**src/rtl/csla_carry_resolver.sv**
```systemverilog
// Carry-select resolver: one segment resolved per pipeline stage under a global ready/valid advance.
// Optional macro CSLA_SAT_EN saturates the sum field to all ones when the final carry is set.
module csla_carry_resolver #(
  parameter int unsigned SEG_W = 10,
  parameter int unsigned NSEG  = 4
) (
  input  logic                      i_clk,
  input  logic                      i_rst_n,
  input  logic                      i_valid,
  output logic                      o_ready,
  input  logic                      i_cin,
  input  logic [NSEG*(SEG_W+1)-1:0] i_sum_0,
  input  logic [NSEG*(SEG_W+1)-1:0] i_sum_1,
  output logic                      o_valid,
  input  logic                      i_ready,
  output logic [NSEG*SEG_W:0]       o_sum
);

  localparam int unsigned PW = SEG_W + 1;

  logic adv;

  assign adv     = ~o_valid | i_ready;
  assign o_ready = adv;

  // Stage k keeps resolved segs 0..k, carry c_{k+1}, and raw pairs of segs k+1..NSEG-1 (NSEG >= 2)
  for (genvar k = 0; k < NSEG; k++) begin : g_stg
    localparam int unsigned ResW = (k + 1) * SEG_W;

    logic            vld_in, cin_k, vld_q, cry_q;
    logic [PW-1:0]   p0, p1, sel;
    logic [ResW-1:0] res_d, res_nxt, res_q;

    if (k == 0) begin : g_src
      assign vld_in = i_valid;
      assign cin_k  = i_cin;
      assign p0     = i_sum_0[PW-1:0];
      assign p1     = i_sum_1[PW-1:0];
      assign res_d  = sel[SEG_W-1:0];
    end else begin : g_src
      assign vld_in = g_stg[k-1].vld_q;
      assign cin_k  = g_stg[k-1].cry_q;
      assign p0     = g_stg[k-1].g_raw.raw0_q[PW-1:0];
      assign p1     = g_stg[k-1].g_raw.raw1_q[PW-1:0];
      assign res_d  = {sel[SEG_W-1:0], g_stg[k-1].res_q};
    end

    assign sel = cin_k ? p1 : p0;

    if (k == NSEG - 1) begin : g_fin
`ifdef CSLA_SAT_EN
      assign res_nxt = sel[SEG_W] ? {ResW{1'b1}} : res_d;
`else
      assign res_nxt = res_d;
`endif
    end else begin : g_fin
      assign res_nxt = res_d;
    end

    always_ff @(posedge i_clk or negedge i_rst_n) begin
      if (!i_rst_n) begin
        vld_q <= 1'b0;
        cry_q <= 1'b0;
        res_q <= '0;
      end else if (adv) begin
        vld_q <= vld_in;
        cry_q <= sel[SEG_W];
        res_q <= res_nxt;
      end
    end

    if (k < NSEG - 1) begin : g_raw
      localparam int unsigned RawW = (NSEG - 1 - k) * PW;

      logic [RawW-1:0] raw0_d, raw1_d, raw0_q, raw1_q;

      if (k == 0) begin : g_ld
        assign raw0_d = i_sum_0[NSEG*PW-1:PW];
        assign raw1_d = i_sum_1[NSEG*PW-1:PW];
      end else begin : g_ld
        // Drop the pair just consumed by this stage
        assign raw0_d = g_stg[k-1].g_raw.raw0_q[RawW+PW-1:PW];
        assign raw1_d = g_stg[k-1].g_raw.raw1_q[RawW+PW-1:PW];
      end

      always_ff @(posedge i_clk or negedge i_rst_n) begin
        if (!i_rst_n) begin
          raw0_q <= '0;
          raw1_q <= '0;
        end else if (adv) begin
          raw0_q <= raw0_d;
          raw1_q <= raw1_d;
        end
      end
    end
  end

  assign o_valid = g_stg[NSEG-1].vld_q;
  assign o_sum   = {g_stg[NSEG-1].cry_q, g_stg[NSEG-1].res_q};

endmodule

```
**config.mk**
```make
export PLATFORM = sky130hd
export DESIGN_NAME = csla_carry_resolver
export DESIGN_NICKNAME = d
export VERILOG_FILES = /design/src/rtl/csla_carry_resolver.sv
export SDC_FILE = /design/constraint.sdc
export NUM_CORES = 1
export LEC_CHECK = 0
export ABC_CLOCK_PERIOD_IN_PS = 1750
export BUFFER_PORTS_ARGS = -buffer_cell sky130_fd_sc_hd__buf_2
export CAP_MARGIN = 25
export CORE_ASPECT_RATIO = 0.5
export CORE_MARGIN = 5
export CORE_UTILIZATION = 58
export CTS_BUF_LIST = sky130_fd_sc_hd__clkbuf_16
export CTS_CLUSTER_DIAMETER = 150
export CTS_CLUSTER_SIZE = 8
export DETAILED_ROUTE_END_ITERATION = 12
export GPL_ROUTABILITY_DRIVEN = 0
export MAX_ROUTING_LAYER = met4
export PLACE_DENSITY = 0.8
export REMOVE_ABC_BUFFERS = 1
export SYNTH_ARGS = -nofsm -noshare
export SYNTH_HDL_FRONTEND = slang
export SYNTH_SLANG_ARGS = --single-unit
```
**constraint.sdc**
```tcl
create_clock -name i_clk -period 1.75 [get_ports i_clk]
set_input_delay 0.2625 -clock i_clk [delete_from_list [all_inputs] [get_ports i_clk]]
set_output_delay 0.2625 -clock i_clk [all_outputs]
set_load 0.03 [all_outputs]
```
==> results of run 1 <==
[repair_timing]
action,4_1_cts,5_1_grt
resized for setup,0,1
buffers inserted,0,0
hold buffers,5,0
setup endpoints to repair,0,1
hold endpoints to repair,50,0
[stage by stage]
stage / cell area (um2) / instances / util [%] / hold slack (ns)
floorplan: 9920 / 525 / - / -0.0331
finish: 12300 / 963 / 70.9 / 0.0199
global route: 12300 / 963 / 70.9 / 0.00111
global placement: 11300 / 920 / 65.1 / 0.203
CTS: 12200 / 962 / 70.7 / 0.000518
detailed placement: 11300 / 920 / 65.1 / 0.211
[state kept, by name (all words and copies together) (netlist names)]
register / cells
g_stg.cry_q: 4
g_stg.res_q: 100
o_valid: 1
g_stg.g_raw.raw0_q: 66
g_stg.g_raw.raw1_q: 66
g_stg.vld_q: 3
[cell families after synthesis]
kind of cell           synth area share [%]
and+or+nand+nor                       0.196
DFF                                    58.8
buffers and inverters                  2.94
muxes                                  38.1
[final timing paths]
check                                            endpoint  slack, ns
min in group asynchronous              g_stg[3].res_q[12]       0.31
max in group asynchronous       g_stg[0].g_raw.raw0_q[29]       0.82
worst max-delay path                              o_ready       0.08
worst min-delay path            g_stg[0].g_raw.raw1_q[27]       0.02
worst max register to register         g_stg[2].res_q[29]       0.21
worst min register to register                    o_valid       0.46
[cell type report]
| class | count | share of cell area [%] |
|---|---|---|
| timing repair buffer | 167 | 9.24 |
| multi-input combinational | 285 | 31.9 |
| sequential | 240 | 48.9 |
| tap | 234 | 2.39 |
| clock buffer | 37 | 7.55 |
[critical path, cell delays in order, from the launching register on]
cell	delay [ns]
dfrtp_1	0.40
nand2b_4	0.14
buf_12	0.19
clkbuf_4	0.21
[power breakdown]
| part | switching (mW) | total [mW] | internal, mW |
|---|---|---|---|
| combinational | 3.04 | 7.82 | 4.78 |
| sequential | 1.49 | 9.40 | 7.91 |
| clock | 2.11 | 5.79 | 3.67 |
[synth_stat cells]
library cell	count
dfrtp_1	240
mux2_2	95
nand2b_4	1
buf_6	22
nand2b_1	1
mux2_4	188
buf_4	1
buf_2	9
[metal layers]
| layer | global-route usage, % | up-vias | part of all wire, % |
|---|---|---|---|
| met5 | - | - | 0 |
| met4 | 4.32 | 0 | 1.7 |
| met3 | 3.82 | 29 | 4.0 |
| met2 | 27.8 | 95 | 48 |
| met1 | 24.6 | 2614 | 46 |
| li1 | - | 2313 | - |
==> results.cfg, run 1 <==
[logic_synthesis]
synthCells = 557
synthDistinctLibCells = 8
synth_seq_cells = 240
yosysTopAreaCell = dfrtp_1
synth_seq_area_share_pct = 58.8
synth_area_leaders = dfrtp_1, mux2_4, mux2_2, buf_6, buf_2
syn_area_mm2 = 0.0102
yosysTopAreaCellShare_pct = 58.8
yosys_warnings = 0
avgSynthCellArea_um2 = 18.3

[sta]
layout_setup_ws_ns = 0.0762
period_share_pct = 95.6
finalSetupTns_ns = 0
finalSetupViolations = 0
rsz0062_at_grt = false
finalCriticalPeriod_ns = 1.67
fmax_mhz = 597
final_max_slew_viol_count = 0
hold_viol = 0
worst_slew_pin_slew_ns = 0.590
fin_skew_ns = 0.0105
slew_headroom_pct = 60.7

[grt]
grt_use_total_pct = 17.9
grt_pass1_vias = 5754
antenna_found_initial = 0
grt_pass1_wl_um = 29600
grt_max_degree = 54
gr-total-overflow = 0

[finish]
multi_input_area_mm2 = 0.00391
antenna_cells = 0
final_common_cell = dfrtp_1
drive_gt1_share_pct = 66.3
seqCellArea_mm2 = 0.00601
area_delta_synth_final_pct = 20.1
mostFrequentLayoutCells = dfrtp_1, mux2_4, buf_2, mux2_2, clkbuf_16
fill_cells = 1082
final_nets = 822

[floorplanning]
ios = 136
core_area_mm2 = 0.0173
die_x_um = 198
initial_core_util_pct = 59.0
dieArea_mm2 = 0.0205
die_height_um = 104
rows = 34

[run]
drv_cap = 0

[clock_network]
clkLatencyLatePin_ns = 0.47
cts_tree = built
cts_buffers = 35
cts_root_buf = clkbuf_16
cts_buffer_depth = 3
cts.htree.levels = 2
clkTransAtPathRegs_ns = 0.05
numClockSinks = 240

[worst_setup_path]
reg2reg_depth = 4
start_kind = flop
critPathRequiredTime_ns = 1.49
path_class = flop to primary output
timing.rr.start = o_valid
arrival_ns = 1.41
startpoint = o_valid
setup.worst_path.end_class = primary output
path_max_fanout = 14

[detailed_routing]
final_antenna_net_count = 0
wl_per_cell_um = 18.2
vias = 5051
drc = 0
viasPerCell = 5.25
drt-total-wl_um = 17500
dr.pass1.iters = 4
drtIter0Drc = 116

[placed_design]
hpwl_um = 11100
place_ws_ns = 0.262
port_buffers = 135

[power]
power.total_mw = 23.0
p_leak_nw = 6.04
powerDensity_mw_per_mm2 = 1870
ir_drop_mv = 0.953

[outcome]
status = finished, final reports clean

[min_path]
hold_class = input port to flop
whs_path_depth = 2
hold_path_startpoint = i_sum_1[38]
(Power assumes the default switching activity.)
==> run 2: changes to the inputs <==
Settings changed: CELL_PAD_IN_SITES_DETAIL_PLACEMENT set to 1, CELL_PAD_IN_SITES_GLOBAL_PLACEMENT set to 2, CORE_UTILIZATION 58 to 43, PLACE_DENSITY 0.8 to not set, PLACE_DENSITY_LB_ADDON set to 0.1.
==> run 2 against run 1 <==
Net effect: non-clock buffer count rose by 35; sequential cell count did not move; routed wire length rose by 11%; first-iteration DRC count rose by 97%; setup slack improved by 0.0062 ns; critical path depth did not move; utilization fell by 16 points; sequential power fell by 0.4%; power rose by 0.57%; critical endpoint unchanged; largest cell class unchanged; largest power group unchanged.
==> results.cfg, run 2 (same netlist as run 1, synthesis figures left out) <==
[detailed_routing]
drtIter0Drc = 228
viasPerCell = 4.85
vias = 5199
wl_per_cell_um = 18.2
drt-total-wl_um = 19500
drc = 0
dr.pass1.iters = 4
final_antenna_net_count = 0

[sta]
period_share_pct = 95.3
hold_viol = 0
fin_skew_ns = 0.00996
finalSetupTns_ns = 0
finalSetupViolations = 0
worst_slew_pin_slew_ns = 0.627
finalCriticalPeriod_ns = 1.67
final_max_slew_viol_count = 0
layout_setup_ws_ns = 0.0825
fmax_mhz = 600
rsz0062_at_grt = false
slew_headroom_pct = 58.2

[worst_setup_path]
startpoint = o_valid
setup.worst_path.end_class = primary output
start_kind = flop
timing.rr.start = o_valid
arrival_ns = 1.41
path_max_fanout = 11
critPathRequiredTime_ns = 1.49
path_class = flop to primary output

[finish]
top_register = g_stg.res_q
area_delta_synth_final_pct = 24.5
final_nets = 857
antenna_cells = 0
design_area_mm2 = 0.0127
reg_top3 = g_stg.res_q: 100 flops, g_stg.g_raw.raw0_q: 66 flops, g_stg.g_raw.raw1_q: 66 flops
seqCellArea_mm2 = 0.00601
largest_reg_flops = 100
final_common_cell = dfrtp_1
utilization_pct = 55.1
fill_cells = 2149
mostFrequentLayoutCells = dfrtp_1, mux2_4, buf_2, mux2_2, dlygate4sd3_1
multi_input_area_mm2 = 0.00391
drive_gt1_share_pct = 62.8

[outcome]
status = finished, final reports clean

[power]
ir_drop_mv = 0.871
p_leak_nw = 6.19
powerDensity_mw_per_mm2 = 1820

[floorplanning]
core_area_mm2 = 0.0231
initial_core_util_pct = 44.3
die_height_um = 119
dieArea_mm2 = 0.0271
rows = 39
ios = 136
die_x_um = 228

[clock_network]
cts.htree.levels = 2
post-cts-setup-buffers = 0
clkTransAtPathRegs_ns = 0.05
clkLatencyLatePin_ns = 0.49
cts_buffer_depth = 3
numClockSinks = 240
cts_root_buf = clkbuf_16
cts_tree = built
cts_buffers = 35

[grt]
gr-total-overflow = 0
grt_use_met2_pct = 23.5
grt_pass1_vias = 5971
grt_pass1_wl_um = 32200
grt_max_degree = 55
grt.busiest_layer = met2
use_met1_pct = 19.5
grt_use_total_pct = 14.9
antenna_found_initial = 0
grt_util_met3_pct = 3.85

[placed_design]
port_buffers = 135
hpwl_um = 12200
place_ws_ns = 0.224
placed_cell_area_mm2 = 0.0113

[min_path]
hold_class = input port to flop
hold_path_startpoint = i_sum_1[19]

[run]
drv_cap = 0
-- run 2: cell types whose count changed in the layout (fill, tap and decap cells not counted) --
cell / before / now
bufbuf_16: 0 / 1
buf_4: 12 / 10
dlygate4sd3_1: 5 / 43
clkbuf_16: 38 / 37
clkbuf_4: 1 / 0
-- run 2: area by class of cell --
class,instances,share of cell area (%)
tap,307,3.02
timing repair buffer,202,11.8
sequential,240,47.2
clock buffer,37,7.27
multi-input combinational,285,30.7
-- run 2: what timing repair did --
item | CTS | global route
hold endpoints to repair | 77 | 8
hold buffers | 35 | 8
setup endpoints to repair | 1 | 0
gates resized for setup | 4 | 0
-- run 2: path summary, 6_finish.rpt --
path | end | slack, ns | cells after the start
min in group asynchronous | g_stg[0].g_raw.raw0_q[1] | 0.29 | 2
worst min register to register | o_valid | 0.48 | 1
worst max register to register | g_stg[3].res_q[36] | 0.22 | 4
worst max-delay path | o_ready | 0.08 | 3
worst min-delay path | g_stg[0].g_raw.raw1_q[8] | 0.02 | 2
max in group asynchronous | g_stg[1].g_raw.raw1_q[17] | 0.85 | 3
-- run 2: worst max-delay path: stages, from the launching register on --
cell and delay (ns):
dfrtp_1 0.40, nand2b_4 0.16, buf_12 0.17, buf_4 0.17
-- run 2: report_power, final --
| group | leakage (nW) | internal (mW) | switching [mW] |
|---|---|---|---|
| combinational | 2.94 | 4.82 | 3.07 |
| sequential | 2.80 | 7.91 | 1.45 |
| clock | 0.456 | 3.68 | 2.21 |
| total | 6.19 | 16.4 | 6.73 |
-- run 2: stage by stage --
stage	total power [mW]	hold WS, ns	instances
floorplan	15.6	-0.0331	525
global placement	17.0	0.215	990
detailed placement	17.2	0.219	990
CTS	23.5	0.000486	1063
global route	24.4	0.0000681	1071
finish	23.1	0.0209	1071
-- run 2: layer usage --
layer  wire length, um  share of wire [%]
met1              9020                 46
met4               307                1.6
met2              9420                 48
met3               749                3.8
met5                 0                  0
==> run 3: changes to the inputs <==
Settings changed: CORE_ASPECT_RATIO 0.5 to not set, GPL_ROUTABILITY_DRIVEN 0 to not set, PLACE_DENSITY_LB_ADDON 0.1 to 0.05.
==> run 3 against run 2 <==
Net effect: critical path depth grew 2; register-to-register slack lost 0.09 ns; largest power group unchanged; sequential power grew 0.4%; hold slack is essentially flat; clock-buffer cell count is the same; sequential share of layout area grew 0.42 points; die area shrank 0.69%; utilization shrank 1.2 points; clock power shrank 1%; design area shrank 0.88%; highest routed layer unchanged.
==> results.cfg, run 3 (same netlist as run 1, synthesis figures left out) <==
[worst_setup_path]
path_max_fanout = 31
path_cells = nand2b_4, buf_4, buf_12, buf_12, mux2_2
start_kind = flop
crit_slowest_cell = dfrtp_1
crit_top_cell = buf_12
reg2reg_setup_slack_ns = 0.13
r2r_end = g_stg[3].res_q[1]
crit_buf_inv = 3
slowest_delay_ns = 0.40
cp_top_family = buffers and inverters
setup.worst_path.end_class = flop
arrival_ns = 1.98
critPathRequiredTime_ns = 2.11
path_class = flop to flop
startpoint = o_valid
timing.rr.start = o_valid
reg2reg_depth = 5

[detailed_routing]
dr.pass1.iters = 4
drc = 0
wl_per_cell_um = 18.2
drt-total-wl_um = 19500
vias = 5173
final_antenna_net_count = 0
viasPerCell = 4.83
drtIter0Drc = 141

[floorplanning]
ios = 136
die_height_um = 164
core_area_mm2 = 0.0234
dieArea_mm2 = 0.0269
initial_core_util_pct = 43.7
die_x_um = 164
rows = 56

[finish]
design_area_mm2 = 0.0126
final_nets = 844
mostFrequentLayoutCells = dfrtp_1, mux2_4, buf_2, mux2_2, clkbuf_16
drive_gt1_share_pct = 63.8
largest_reg_flops = 100
instances_no_fill = 1071
final_common_cell = dfrtp_1
area_delta_synth_final_pct = 23.4
top_register = g_stg.res_q
reg_top3 = g_stg.res_q: 100 flops, g_stg.g_raw.raw0_q: 66 flops, g_stg.g_raw.raw1_q: 66 flops
fill_cells = 2233

[grt]
grt_pass1_vias = 6107
grt_max_degree = 60
gr-total-overflow = 0
grt_pass1_wl_um = 32300
antenna_found_initial = 1
grt_use_total_pct = 15.3

[sta]
finalSetupViolations = 0
fin_skew_ns = 0.00799
period_share_pct = 92.5
hold_ws_ns = 0.0210
slew_headroom_pct = 56.0
hold_viol = 0
fmax_mhz = 618
rsz0062_at_grt = false
finalCriticalPeriod_ns = 1.62
worst_slew_pin_slew_ns = 0.660
final_max_slew_viol_count = 0

[placed_design]
dpl.cell_count = 999
gp_congestion = 0.727
hpwl_um = 12300
placed_cell_area_mm2 = 0.0113
port_buffers = 135

[power]
ir_drop_mv = 0.732
p_leak_nw = 6.13
powerDensity_mw_per_mm2 = 1830

[clock_network]
cts_tree = built
clkLatencyLatePin_ns = 0.48
cts.htree.levels = 2
cts_root_buf = clkbuf_16
numClockSinks = 240
cts_buffer_depth = 3
cts_buffers = 35
clkTransAtPathRegs_ns = 0.05

[min_path]
hold_class = input port to flop
hold_path_startpoint = i_sum_0[24]
hold_end = g_stg[0].g_raw.raw0_q[13]
whs_path_depth = 2

[run]
drv_cap = 0

[outcome]
status = finished, final reports clean
==> run 3: worst max path at each step <==
| stage | end | slack, ns | depth (start not counted) |
|---|---|---|---|
| 3_3_place_gp | g_stg[2].cry_q | 0.17 | 2 |
| 2_1_floorplan | g_stg[0].cry_q | -1.86 | 2 |
| 3_5_place_dp | g_stg[2].res_q[24] | 0.15 | 2 |
| 6_report | g_stg[3].res_q[1] | 0.13 | 5 |
| 4_1_cts | o_ready | 0.10 | 3 |
| 5_1_grt | g_stg[3].res_q[0] | 0.09 | 5 |
==> run 3: report_power, final <==
| group | leakage (nW) | internal [mW] | switching (mW) |
|---|---|---|---|
| combinational | 2.88 | 4.81 | 3.07 |
| sequential | 2.80 | 7.91 | 1.49 |
| clock | 0.456 | 3.67 | 2.14 |
==> run 3: timing repair <==
action | in CTS | in global routing
endpoints found under the setup margin | 1 | 0
setup buffers | 2 | 0
hold endpoints to repair | 69 | 3
hold buffers | 28 | 3
gates resized for setup | 3 | 0
==> run 3: cell type report <==
class	instances	area, um2	share of cell area [%]
Antenna cell	1	2.50	0.0198
Clock buffer	37	926	7.34
Multi-Input combinational cell	285	3910	31.0
Sequential cell	240	6010	47.6
Tap cell	319	399	3.16
Timing Repair Buffer	189	1370	10.9
==> run 3: through the flow <==
stage	util, %	total power [mW]	worst slack (ns)	setup TNS, ns
floorplan	-	15.6	-1.86	-430.38
global placement	48.4	16.9	0.167	0
detailed placement	48.4	17.3	0.154	0
CTS	53.8	23.5	0.105	0
global route	53.9	24.4	0.0857	0
finish	53.9	23.1	0.132	0
==> run 3: metal layers <==
metal  track usage [%]  routed length [um]  vias to the layer above
li1                  -                   -                     2335
met1              19.3                8590                     2687
met2              24.8                9470                      116
met3              3.61                1020                       35
met4              4.19                 372                        0
met5                 -                   0                        -
